[src/rtl/serial_parity_pkg.sv]
// Shared types and constants for the serial parity link (transmitter and receiver).
package serial_parity_pkg;

  typedef enum logic [1:0] {
    StIdle,
    StData,
    StParity
  } rx_state_t;

  localparam logic StartBit = 1'b0;

endpackage

[src/rtl/serial_to_parallel_parity_rx_parity_accum.sv]
// Running XOR parity register with synchronous clear and bit-enable.
module parity_accum (
  input  logic clk_i,
  input  logic rst_ni,
  input  logic clr_i,
  input  logic en_i,
  input  logic bit_i,
  output logic parity_o
);

  logic parity_d, parity_q;

  always_comb begin
    parity_d = parity_q;
    if (clr_i) begin
      parity_d = 1'b0;
    end else if (en_i) begin
      parity_d = parity_q ^ bit_i;
    end
  end

  always_ff @(posedge clk_i) begin
    if (!rst_ni) begin
      parity_q <= 1'b0;
    end else begin
      parity_q <= parity_d;
    end
  end

  assign parity_o = parity_q;

endmodule

[src/rtl/serial_to_parallel_parity_rx.sv]
// Serial parity link receiver: start bit, Width data bits, parity bit -> word plus error flag.
module serial_to_parallel_parity_rx
  import serial_parity_pkg::*;
#(
  parameter int unsigned Width     = 8,
  parameter bit          ParityOdd = 1'b0,
  parameter bit          MsbFirst  = 1'b0
) (
  input  logic             clk_i,
  input  logic             rst_ni,
  input  logic             serial_valid_i,
  input  logic             serial_data_i,
  output logic             parallel_valid_o,
  output logic [Width-1:0] parallel_data_o,
  output logic             parity_error_o,
  output logic             busy_o
);

  localparam int unsigned       CntW   = $clog2(Width);
  localparam logic [CntW-1:0]   CntMax = CntW'(Width - 1);

  rx_state_t        state_q;
  logic [CntW-1:0]  cnt_q;
  logic [CntW-1:0]  bit_idx;
  logic [Width-1:0] shift_q;
  logic [Width-1:0] pdata_q;
  logic             pvalid_q;
  logic             perr_q;
  logic             parity_q;
  logic             parity_clr;
  logic             parity_en;

  always_comb begin
    bit_idx = cnt_q;
    if (MsbFirst) begin
      bit_idx = CntMax - cnt_q;
    end
  end

  // Parity restarts on the start bit and accumulates only over data bits.
  assign parity_clr = serial_valid_i && (state_q == StIdle) && (serial_data_i == StartBit);
  assign parity_en  = serial_valid_i && (state_q == StData);

  parity_accum u_parity_accum (
    .clk_i    (clk_i),
    .rst_ni   (rst_ni),
    .clr_i    (parity_clr),
    .en_i     (parity_en),
    .bit_i    (serial_data_i),
    .parity_o (parity_q)
  );

  always_ff @(posedge clk_i) begin
    if (!rst_ni) begin
      state_q  <= StIdle;
      cnt_q    <= '0;
      shift_q  <= '0;
      pdata_q  <= '0;
      pvalid_q <= 1'b0;
      perr_q   <= 1'b0;
    end else begin
      pvalid_q <= 1'b0;
      if (serial_valid_i) begin
        unique case (state_q)
          StIdle: begin
            if (serial_data_i == StartBit) begin
              state_q <= StData;
              cnt_q   <= '0;
            end
          end
          StData: begin
            shift_q[bit_idx] <= serial_data_i;
            cnt_q            <= cnt_q + 1'b1;
            if (cnt_q == CntMax) begin
              state_q <= StParity;
            end
          end
          StParity: begin
            state_q  <= StIdle;
            pdata_q  <= shift_q;
            perr_q   <= parity_q ^ serial_data_i ^ ParityOdd;
            pvalid_q <= 1'b1;
          end
          default: state_q <= StIdle;
        endcase
      end
    end
  end

  assign parallel_valid_o = pvalid_q;
  assign parallel_data_o  = pdata_q;
  assign parity_error_o   = perr_q;
  assign busy_o           = (state_q != StIdle);

endmodule
[config.mk]
export PLATFORM = sky130hd
export DESIGN_NAME = serial_to_parallel_parity_rx
export DESIGN_NICKNAME = d
export VERILOG_FILES = /design/src/rtl/serial_parity_pkg.sv /design/src/rtl/serial_to_parallel_parity_rx_parity_accum.sv /design/src/rtl/serial_to_parallel_parity_rx.sv
export SDC_FILE = /design/constraint.sdc
export NUM_CORES = 1
export LEC_CHECK = 0
export ABC_AREA = 1
export CAP_MARGIN = 0
export CORE_MARGIN = 5
export CORE_UTILIZATION = 50
export DETAILED_ROUTE_END_ITERATION = 6
export PLACE_DENSITY = 0.79
export SLEW_MARGIN = 30
export SYNTH_ARGS = -nofsm -noshare
export SYNTH_HDL_FRONTEND = slang
export SYNTH_HIERARCHICAL = 1
export SYNTH_SLANG_ARGS = --single-unit
[constraint.sdc]
create_clock -name clk_i -period 1.6 [get_ports clk_i]
set_clock_uncertainty 0.1 [all_clocks]
set_input_delay 0.48 -clock clk_i [delete_from_list [all_inputs] [get_ports clk_i]]
set_output_delay 0.48 -clock clk_i [all_outputs]
set_load 0.01 [all_outputs]
==> metrics.txt, run 1 <==
pwr dens ~870 nW/µm²; Top Family by Delay on Critical Path flip-flops; largest net degree at the start of global routing 15; via-per-instance ratio slightly below 5; grt ovf 0; Hold Path Class reg2reg; area growth from synthesis to layout 27.5%; top achievable clock speed between 600 and 700 MHz; PnR Total Power about 1.2 mW; CTS tree done; Num CTS Buffers 3; ANT nets after route 0; fillcell total roughly 180; crit path DAT 0.95 ns; core area about 2000 µm²; Reg clk slew, reported paths between 0.1 and 0.15 ns; final setup vio count 0; GRT Total Usage 0.159; initial drt markers 26; root buffer cell clkbuf_4; Max Transition Viols Final 0; Synthesized Nets 161; I/O Buffers 14; WL final 2300 µm; Worst Path Buf+Inv 1; min Tclk post-route approximately 1.5 ns; Max Cap Viol 0; first-pass GRT wire length 4000 µm; Final Cell Area 1360 µm²; Slew @ Worst Pin approximately 0.25 ns; layout cells sized above 1 0.156; TritonCTS sink count 24; RSZ-0062 raised after global routing no; slowest stage delay, CP 0.37 ns; DRC viols 0; placed cell area around 1300 µm²; WL/cell 11.1 µm; worst vdd rail ir drop 0.000702 V; clk_lat worst skew approximately 0.32 ns; leakage between 0.6 and 0.7 nW; antenna fix cells 0; placer congestion estimate around 0.82; boundary pin count 15; DIE WIDTH roughly 56 µm; # rows 16; CTS Buffer Depth 2; crit-path max FO 2; initial antenna violation count 0; 1st-pass router iterations 5; Crit-path slowest cell dfxtp_1; number of global-route vias before repair ~960; nets@finish approximately 190; Avg Inst Size Synth ~6.9 µm²; via count of the routed design 1,001; chip height 56.1 µm; Critical Path End Type primary output; status finished clean; die area 3150 µm²; crit-path cells dlygate4sd2_1; Final Hold Viols 0; Netlist cell types 17; Post-Syn Instances between 150 and 200; final period utilization 0.959; CP startpoint kind register; DP HPWL approximately 1700 µm; Initial Utilization 0.532; H-tree depth 1; Critical Path RT 1.02 ns; flops & latches, synth 24; Synth Warn # 6; sequential share of the synthesized area 0.451; Post-Syn Area between 1000 and 1500 µm²; WS Path Type reg2out; Rel. slew slack 0.834
through the flow:
step | std cells | setup slack (ns) | hold slack (ns) | TNS (ns) | util
floorplan | 155 | 0.363 | 0.349 | 0 | -
global placement | 202 | -0.158 | 0.358 | -2.50 | 0.651
detailed placement | 202 | -0.211 | 0.367 | -3.13 | 0.651
CTS | 206 | -0.0244 | 0.391 | -0.0244 | 0.674
global route | 207 | 0.00274 | 0.404 | 0 | 0.678
finish | 207 | 0.0660 | 0.388 | 0 | 0.678
sequential cells by signal, indices dropped and copies added (netlist names):
register	flops
bit_idx	3
parallel_data_o	8
parallel_valid_o	1
parity_error_o	1
shift_q	8
state_q	2
u_parity_accum/parity_o	1
cells by family after synthesis:
family	synth area share
buffers and inverters	0.0717
adder cells (fa/ha/maj)	0.0235
XOR/XNOR	0.00823
flip-flops	0.451
AO/OA/AOI/OAI	0.0611
AND/OR/NAND/NOR	0.384
repair_timing:
action                                  in CTS  in global routing
endpoints found under the setup margin      11                  1
setup buffers                                0                  1
gates resized for setup                     16                  3
pin swaps                                    0                  0
hold buffers                                 0                  0
worst register-to-register path: cells and delay by family (launching register included):
family / cells / cell delay [ns]
and+or+nand+nor: 3 / 0.18
adders and majority gates: 2 / 0.52
DFF: 1 / 0.40
buffers and inverters: 1 / 0.06
report_power, final:
| group | internal [mW] | total, mW | switching (mW) |
|---|---|---|---|
| combinational | 0.0516 | 0.121 | 0.0694 |
| sequential | 0.606 | 0.620 | 0.0137 |
| clock | 0.253 | 0.436 | 0.183 |
cell type report:
type	count	area, µm²	area share
Multi-Input combinational cell	113	515	0.380
Clock inverter	1	30.0	0.0221
Clock buffer	3	22.5	0.0166
Tap cell	27	33.8	0.0249
Sequential cell	24	485	0.358
Timing Repair Buffer	25	218	0.160
Inverter	14	52.6	0.0387
placed cells by master (no fill, tap or decap):
master            n
ha_1              2
buf_4            10
nor2_1           48
nand2_1          27
dfxtp_1          22
inv_2             1
clkbuf_4          3
nor2_2            6
dfxtp_4           1
a21oi_1           4
inv_1            12
dlygate4sd2_1    10
bufinv_16         1
nand3_2           1
xor2_1            1
clkinv_1          1
clkdlybuf4s50_1   3
nand3_1          13
buf_12            1
dfxtp_2           1
o21ai_0           9
nor2_4            2
buf_2             1
cells in the mapped netlist:
cell       n  share of area
buf_1      2         0.0071
nand2_1   27          0.095
xor2_1     1         0.0082
nor2_2     6          0.035
nor2_1    49           0.17
inv_1     12          0.042
nand3_1   13          0.061
buf_2      1         0.0047
o21ai_0    9          0.042
dfxtp_1   24           0.45
buf_6      1          0.011
nor2_4     1          0.011
a21oi_1    4          0.019
ha_1       2          0.023
nand3_2    1         0.0094
inv_2      1         0.0035
clkinv_1   1         0.0035
metal layers:
metal / wire length (µm) / global-route usage
met5: 0 / 0
met4: 40 / 0.0475
met3: 97 / 0.0441
met2: 1180 / 0.294
met1: 983 / 0.174
path summary, 6_finish.rpt:
check	from	endpoint	slack, ns	cells after the start
setup reg to reg	bit_idx[0]	bit_idx[2]	0.26	6
hold / removal	shift_q[2]	shift_q[2]	0.39	2
hold reg to reg	shift_q[2]	shift_q[2]	0.39	2
setup / recovery	parallel_data_o[5]	parallel_data_o[5]	0.07	1
(Power assumes the default switching activity.)
==> run 2: changes to the inputs <==
--- a/config.mk
+++ b/config.mk
@@ -7,11 +7,10 @@
 export LEC_CHECK = 0
 export ABC_AREA = 1
 export CAP_MARGIN = 0
-export CORE_MARGIN = 5
+export CORE_MARGIN = 2
 export CORE_UTILIZATION = 50
 export DETAILED_ROUTE_END_ITERATION = 6
 export PLACE_DENSITY = 0.79
-export SLEW_MARGIN = 30
 export SYNTH_ARGS = -nofsm -noshare
 export SYNTH_HDL_FRONTEND = slang
 export SYNTH_HIERARCHICAL = 1
==> metrics.txt, run 2 (synthesized netlist as in run 1, its figures left out) <==
Reg clk slew, reported paths 0.13 ns (about the same); via count of the routed design 985 (was 1,001); I/O Buffers 14 (unchanged); switching share of power 0.219 (was 0.226); routed length on met2 1070 µm (was 1180 µm); DRC viols 0 (unchanged); WS Path Type in2reg (was reg2out); Final Cell Area 1350 µm² (was 1360 µm²); DR top layer met4 (unchanged); RSZ-0062 raised after global routing no (unchanged); Num CTS Buffers 3 (unchanged); most common cell after layout, fill and taps aside nor2_1 (unchanged); Final Hold Viols 0 (unchanged); TritonCTS sink count 24 (unchanged); worst vdd rail ir drop 0.000956 V (was 0.000702 V); Max Cap Viol 0 (unchanged); Critical Path RT 1.72 ns (was 1.02 ns); Setup WS post-layout 0.0841 ns (was 0.0660 ns); core area 1980 µm² (was 2000 µm²); largest net degree at the start of global routing 15 (unchanged); antenna fix cells 0 (unchanged); die area 2510 µm² (was 3150 µm²); # rows 16 (unchanged); crit-path max FO 12 (was 2); PnR Total Power 1.17 mW (was 1.18 mW); min Tclk post-route 1.52 ns (was 1.53 ns); initial antenna violation count 0 (unchanged); Critical Path End Type register (was primary output); pwr dens 867 nW/µm² (about the same); H-tree depth 1 (unchanged); area growth from synthesis to layout 26.6% (was 27.5%); boundary pin count 15 (unchanged); DP HPWL 1590 µm (was 1700 µm); 1st-pass router iterations 4 (was 5); number of global-route vias before repair 911 (was 961); crit path DAT 1.64 ns (was 0.95 ns); first-pass GRT wire length 3640 µm (was 4000 µm); Reg2Reg Depth 8 (was 6); Slew @ Worst Pin 0.243 ns (was 0.249 ns); CTS Buffer Depth 2 (unchanged); GRT Total Usage 0.187 (was 0.159); status finished clean (unchanged); DIE WIDTH 50.1 µm (was 56.1 µm); clk_lat worst skew 0.31 ns (was 0.32 ns); register share of total power 0.532 (was 0.527); met1 wire length 899 µm (was 983 µm); final period utilization 0.947 (was 0.959); root buffer cell clkbuf_4 (unchanged); Setup WS pre-CTS -0.265 ns (was -0.211 ns); total negative slack 0 ns (unchanged); commonest non-fill, non-tap cells in the layout 48 x nor2_1, 27 x nand2_1, 22 x dfxtp_1 (unchanged); Gate power share 0.101 (was 0.103); post-CTS setup buffer count 0 (unchanged); WL/cell 10.0 µm (was 11.1 µm); final setup vio count 0 (unchanged); Hold Path Stages 2 (unchanged); Hold Path Class reg2reg (unchanged); Initial Utilization 0.537 (was 0.532); placer congestion estimate 0.776 (was 0.816); met3 WL 77 µm (was 97 µm); initial drt markers 16 (was 26); ANT nets after route 0 (unchanged); clock share of power 0.367 (was 0.371); nets@finish 186 (was 187); P_sw 0.256 mW (was 0.266 mW); placed cell area 1300 µm² (unchanged); CTS tree done (unchanged); CP startpoint kind primary input (was register); internal power 0.912 mW (was 0.911 mW); top achievable clock speed 660 MHz (was 652 MHz); fin util 0.680 (was 0.678); via-per-instance ratio 4.78 (was 4.84); Max Transition Viols Final 0 (unchanged); leakage 0.635 nW (was 0.640 nW); Rel. slew slack 0.838 (was 0.834); chip height 50.1 µm (was 56.1 µm); layout cells sized above 1 0.151 (was 0.156); grt ovf 0 (unchanged); WL final 2060 µm (was 2300 µm)
## run 2: power groups by stage
| stage | combinational, mW | clock (mW) | sequential (mW) |
|---|---|---|---|
| after floorplan | 0.0732 | 0 | 0.631 |
| after global placement | 0.114 | 0 | 0.632 |
| after detailed placement | 0.119 | 0 | 0.634 |
| after CTS | 0.118 | 0.442 | 0.621 |
| after global routing | 0.133 | 0.463 | 0.625 |
| final | 0.118 | 0.428 | 0.622 |
## run 2: path summary, 6_finish.rpt
check	from	to	slack (ns)
setup / recovery	serial_valid_i	shift_q[1]	0.08
setup reg to reg	state_q[1]	shift_q[1]	0.24
hold reg to reg	parallel_data_o[0]	parallel_data_o[0]	0.39
hold / removal	parallel_data_o[0]	parallel_data_o[0]	0.39
## run 2: area by class of cell
| type | count | area (µm²) |
|---|---|---|
| fillers | 166 | 634 |
| flip-flops and latches | 24 | 483 |
| multi-input cells | 113 | 515 |
| repair buffers | 24 | 210 |
| clock buffers | 3 | 22.5 |
| well taps | 27 | 33.8 |
| inverters | 14 | 52.6 |
| clock inverters | 1 | 30.0 |
## run 2: repair_timing
item / in CTS / in global routing
hold buffers: 0 / 0
resized for setup: 14 / 3
setup endpoints to repair: 11 / 1
pin swaps: 0 / 0
## run 2: through the flow
step / hold slack [ns] / std cells
after detailed placement: 0.367 / 202
after global placement: 0.358 / 202
after global routing: 0.421 / 206
final: 0.388 / 206
after CTS: 0.392 / 206
after floorplan: 0.349 / 155
## run 2: worst max-delay path: stages
cell,delay (ns)
clkdlybuf4s50_1,0.55
nand3_2,0.11
buf_12,0.16
nor2_1,0.14
nand2_1,0.08
nand2_1,0.08
nor2_1,0.05
## run 2: metal layers
metal  up-vias  global-route usage
li1        528                   -
met1       434               0.198
met2        21               0.355
met3         2              0.0655
met4         0              0.0324
met5         -                   0
